**config.mk**
```make
export PLATFORM = sky130hd
export DESIGN_NAME = ds18b20_frame_check
export DESIGN_NICKNAME = d
export VERILOG_FILES = /design/src/rtl/ds18b20_pkg.sv /design/src/rtl/crc8_maxim_serial.sv /design/src/rtl/ds18b20_frame_check.sv
export SDC_FILE = /design/constraint.sdc
export NUM_CORES = 1
export LEC_CHECK = 0
export ABC_AREA = 1
export CELL_PAD_IN_SITES_DETAIL_PLACEMENT = 2
export CELL_PAD_IN_SITES_GLOBAL_PLACEMENT = 2
export CORE_MARGIN = 8
export CORE_UTILIZATION = 39
export DETAILED_ROUTE_END_ITERATION = 12
export PLACE_DENSITY_LB_ADDON = 0.1
export SYNTH_ARGS = -nofsm -noshare
export SYNTH_HDL_FRONTEND = slang
export SYNTH_SLANG_ARGS = --single-unit
```
**constraint.sdc**
```tcl
create_clock -name clk_in -period 4 [get_ports clk_in]
set_input_delay 0.8 -clock clk_in [delete_from_list [all_inputs] [get_ports clk_in]]
set_output_delay 0.8 -clock clk_in [all_outputs]
set_load 0.02 [all_outputs]
```
**src/rtl/ds18b20_pkg.sv**
```systemverilog
// Shared constants for the DS18B20 scratchpad frame checker: CRC polynomial,
// frame geometry, temperature byte positions and FSM state encoding.
package ds18b20_pkg;

  // Dallas/Maxim CRC-8 (x^8 + x^5 + x^4 + 1), bit-reversed for LSB-first shifting.
  localparam logic [7:0] CRC8_POLY_REFL = 8'h8C;

  localparam int FRAME_BYTES_DEFAULT = 9;
  localparam int FRAME_BITS          = FRAME_BYTES_DEFAULT * 8;

  localparam int TEMP_LSB_BYTE = 0;
  localparam int TEMP_MSB_BYTE = 1;

  localparam logic [1:0] ST_IDLE  = 2'd0;
  localparam logic [1:0] ST_SHIFT = 2'd1;
  localparam logic [1:0] ST_CHECK = 2'd2;

  // One bit-serial CRC step, shared by the CRC engine.
  function automatic logic [7:0] crc8_step(input logic [7:0] crc, input logic din);
    logic fb;
    fb = crc[0] ^ din;
    return (crc >> 1) ^ (fb ? CRC8_POLY_REFL : 8'h00);
  endfunction

endpackage

```
**src/rtl/crc8_maxim_serial.sv**
```systemverilog
// Bit-serial Dallas/Maxim CRC-8, LSB first. A frame that carries its own CRC
// byte leaves a residue of zero.
module crc8_maxim_serial
  import ds18b20_pkg::*;
(
  input  logic       clk_in,
  input  logic       rst_n,
  input  logic       clr,
  input  logic       en,
  input  logic       din,
  output logic [7:0] crc
);

  // NOTE: state registers use non-blocking assignments so every flop samples
  // pre-edge values regardless of block evaluation order.
  always_ff @(posedge clk_in or negedge rst_n) begin
    if (!rst_n) begin
      crc <= 8'h00;
    end else if (clr) begin
      crc <= 8'h00;
    end else if (en) begin
      crc <= crc8_step(crc, din);
    end
  end

endmodule

```
**src/rtl/ds18b20_frame_check.sv**
```systemverilog
// DS18B20 scratchpad frame checker: shifts in a 72-bit LSB-first read, checks
// CRC-8, and holds the last good temperature. `DS18B20_ROUND_EN selects
// round-half-up conversion with +max saturation instead of floor.
module ds18b20_frame_check
  import ds18b20_pkg::*;
#(
  parameter int FRAME_BYTES = FRAME_BYTES_DEFAULT,
  parameter int TEMP_W      = 8
) (
  input  logic              clk_in,
  input  logic              rst_n,
  input  logic              frame_start,
  input  logic              bit_valid,
  input  logic              bit_data,
  output logic              busy,
  output logic              temp_valid,
  output logic              crc_err,
  output logic [15:0]       temp_raw,
  output logic [TEMP_W-1:0] temp_deg
);

  localparam int NBITS = FRAME_BYTES * 8;
  localparam int CNT_W = $clog2(NBITS);

  logic [1:0]        state;
  logic [CNT_W-1:0]  bit_cnt;
  logic [NBITS-1:0]  frame;
  logic [7:0]        crc;
  logic              shift_en;
  logic              frame_ok;
  logic [15:0]       raw_next;
  logic [TEMP_W-1:0] deg_next;

  // frame_start always wins, so a coincident bit never reaches the CRC.
  assign shift_en = (state == ST_SHIFT) && bit_valid && !frame_start;

  crc8_maxim_serial u_crc (
    .clk_in (clk_in),
    .rst_n  (rst_n),
    .clr    (frame_start),
    .en     (shift_en),
    .din    (bit_data),
    .crc    (crc)
  );

  // A stuck-low bus yields a zero residue too, so all-zero frames are rejected.
  assign frame_ok = (crc == 8'h00) && (|frame);
  assign raw_next = {frame[TEMP_MSB_BYTE*8 +: 8], frame[TEMP_LSB_BYTE*8 +: 8]};

`ifdef DS18B20_ROUND_EN
  localparam logic signed [12:0] TEMP_MAX = 13'((1 << (TEMP_W - 1)) - 1);
  logic signed [12:0] rounded;
  assign rounded  = $signed({raw_next[15], raw_next[15:4]}) + $signed({12'd0, raw_next[3]});
  assign deg_next = (rounded > TEMP_MAX) ? TEMP_MAX[TEMP_W-1:0] : rounded[TEMP_W-1:0];
`else
  assign deg_next = raw_next[TEMP_W+3:4];
`endif

  always_ff @(posedge clk_in or negedge rst_n) begin
    if (!rst_n) begin
      state      <= ST_IDLE;
      bit_cnt    <= '0;
      // NOTE: the frame shifter is reset with everything else; it is a
      // register, not a memory, and async reset must clear the held value too.
      frame      <= '0;
      busy       <= 1'b0;
      temp_valid <= 1'b0;
      crc_err    <= 1'b0;
      temp_raw   <= 16'h0000;
      temp_deg   <= '0;
    end else begin
      temp_valid <= 1'b0;
      crc_err    <= 1'b0;
      if (frame_start) begin
        state   <= ST_SHIFT;
        bit_cnt <= '0;
        busy    <= 1'b1;
      end else begin
        case (state)
          ST_SHIFT: begin
            if (bit_valid) begin
              frame <= {bit_data, frame[NBITS-1:1]};
              if (bit_cnt == CNT_W'(NBITS - 1)) begin
                state   <= ST_CHECK;
                bit_cnt <= '0;
              end else begin
                bit_cnt <= bit_cnt + CNT_W'(1);
              end
            end
          end
          ST_CHECK: begin
            state <= ST_IDLE;
            busy  <= 1'b0;
            if (frame_ok) begin
              temp_valid <= 1'b1;
              temp_raw   <= raw_next;
              temp_deg   <= deg_next;
            end else begin
              crc_err <= 1'b1;
            end
          end
          default: state <= ST_IDLE;
        endcase
      end
    end
  end

endmodule

```
==> metrics.yaml <==
detailed_routing:
  ant_nets: 0
  post_drt_wl_per_cell_um: 16.00
  drtIter0Drc: 167
  via_per_inst: 5.000
  vias: 3340
  drt_first_pass_iters: 4
  drc: 0
  drt-total-wl_um: 10690
critical_path:
  critPathKind: "primary input to flop"
  max_stage_delay_ns: 0.63
  path_cells: "clkdlybuf4s50_1 -> nor2_2 -> nand3_4 -> nand2_1 -> nand2_1"
  crit_family: "simple AND/OR/NAND/NOR gates"
  cp-start-kind: "primary input"
  critPathMaxFanout: 18
  cp.arrival_ns: 2.44
  cp-end-kind: "flop"
  cp.required_ns: 4.24
  cp_slowest_cell: "nor2_2"
  crit_buf_inv: 1
  cp_common_cell: "nand2_1"
synth:
  syn-mean-instance-area_um2: 9.052
  synth_nets: 509
  ys_seq_elements: 108
  synthCells: 503
  synth.yosys.seq_area_share_pct: 59.36
  ys_warn_count: 0
  synth.top_cell.area_share_pct: 59.36
  yosysTopAreaCell: "dfrtp_1"
  yosysUniqueCellTypes: 25
  syn_area_um2: 4553
  yosys-top-cells-area: "dfrtp_1 59%, nand2_1 9.8%, o21ai_0 7.8%, inv_1 4.5%, nor2_1 3.7%"
clocking:
  postCtsSetupBuffers: 0
  cts.sinks: 108
  cts_resized: 0
  clkTransAtPathRegs_ns: 0.07
  clock_path_buffers: 2
  htree_levels: 3
  root_buffer: "clkbuf_16"
  cts_buffers: 9
  cts_hold_buf: 0
  clock_latency_ns: 0.35
  cts_tree: "yes"
cells_and_area:
  num_antenna_cells: 0
  drive_gt1_share_pct: 7.810
  most-common-layout-cells: "119 x nand2_1, 108 x dfrtp_1, 71 x o21ai_0, 55 x inv_1, 45 x nor2_1"
  final_common_cell: "nand2_1"
  final_nets: 527
  fill_cells: 1230
  area_delta_synth_final_pct: 15.36
timing:
  slew_violations: 0
  fin_crit_sh_pct: 55.04
  max_freq_ghz: 0.4543
  finalSetupTns_ns: 0
  setup_viol: 0
  relSlewSlack_pct: 34.87
  tightest_slew_ns: 0.9770
  whs_ns: 0.4896
  skew_ns: 0.005501
  min_period_ns: 2.201
  finalHoldViolCount: 0
  rsz0062_at_grt: "no"
global_route:
  grt_pass1_wl_um: 18460
  gr-total-overflow: 0
  antenna_found_initial: 0
  grt_usage_pct: 15.25
  grt_max_degree: 82
  grt_pass1_vias: 3732
power:
  power.density_nw_per_um2: 518.6
  ir_worst_vdd_mv: 0.2899
  leakage_nw: 2.415
  total_power_mw: 2.724
place:
  routabilityCongestion: 0.6777
  port_buffers: 31
  dp_hpwl_um: 7136
die:
  die_area_um2: 15390
  die_y_um: 124.1
  rows: 39
  start_util_pct: 39.88
  ioPinCount: 32
  die_w_um: 124.1
  core_um2: 11420
status:
  run_status: "finished clean"
min_path:
  min_path_type: "flop to flop"
job:
  drv_cap: 0
## registers in the layout, indices dropped and copies added, names as in the netlist
signal and cells:
frame 72, temp_raw 16, u_crc.crc 8, bit_cnt 7, state 2, busy 1, crc_err 1, temp_valid 1
## metrics by stage
| step | setup WS, ns | instance area [um2] | utilization, % | instances |
|---|---|---|---|---|
| finish | 1.799 | 5253 | 46.00 | 668 |
| global route | 1.653 | 5253 | 46.00 | 668 |
| detailed placement | 1.407 | 4912 | 43.02 | 653 |
| floorplan | 2.356 | 4553 | - | 503 |
| global placement | 1.472 | 4912 | 43.02 | 653 |
| CTS | 1.771 | 5253 | 46.00 | 668 |
## final cells by class
cell class	instances	area, um2	area share, %
Sequential cell	108	2703	51.45
Multi-Input combinational cell	309	1471	28.01
Inverter	57	214.0	4.073
Timing Repair Buffer	36	345.3	6.575
Tap cell	143	178.9	3.406
Clock buffer	11	242.7	4.621
Clock inverter	4	97.59	1.858
## cell families (layout without fill, tap and decap cells)
group | count (synthesis) | in the layout | synth area share (%)
xor+xnor | 5 | 5 | 0.9618
flops | 108 | 108 | 59.36
compound gates | 90 | 90 | 10.28
buf+inv | 86 | 108 | 8.327
simple gates | 213 | 213 | 20.80
fa+ha+maj | 1 | 1 | 0.2748
## worst min-delay path, stage by stage (launching register included)
cell     delay (ns)
dfrtp_1        0.35
nand2_1        0.06
nand2_1        0.05
## final timing paths
path | from | slack (ns) | end | cells past startpoint
min in group asynchronous | rst_n | 0.61 | u_crc.crc[7]$_DFFE_PN0P_ | 1
max reg2reg | state[0]$_DFFE_PN0P_ | 2.23 | temp_raw[15]$_DFFE_PN0P_ | 6
min | temp_raw[0]$_DFFE_PN0P_ | 0.49 | temp_raw[0]$_DFFE_PN0P_ | 2
min reg2reg | temp_raw[0]$_DFFE_PN0P_ | 0.49 | temp_raw[0]$_DFFE_PN0P_ | 2
max | frame_start | 1.80 | temp_raw[15]$_DFFE_PN0P_ | 5
max in group asynchronous | rst_n | 2.57 | frame[27]$_DFFE_PN0P_ | 2
## synthesized netlist by cell type
master and number:
nand2_1 119, xor2_1 4, buf_12 1, nand2_2 10, nand3_1 6, ha_1 1, clkbuf_1 12, inv_1 55
inv_2 2, nand3_4 2, xnor2_1 1, nor2_2 4, o21ai_1 4, dfrtp_1 108, o22ai_1 12, a21oi_1 2
buf_2 8, nor3_1 3, nand3_2 1, nor2_4 2, o21ai_0 71, o31ai_1 1, nand4_1 21, nor2_1 45
buf_4 8
## per-layer routing
metal | up-vias | GRT usage (%) | part of all wire, % | routed length, um
met5 | - | 0 | 0 | 0
met4 | 0 | 5.799 | 1.3 | 140
met3 | 9 | 2.765 | 3.6 | 384
met2 | 38 | 26.28 | 50 | 5367
met1 | 1662 | 18.60 | 45 | 4793
li1 | 1631 | - | - | -
## report_power, final
part           switching [mW]  internal (mW)
sequential              0.119           1.25
combinational           0.218          0.115
clock                   0.400          0.626
total                   0.737           1.99
Note: power is estimated with default switching activity, not from simulation.
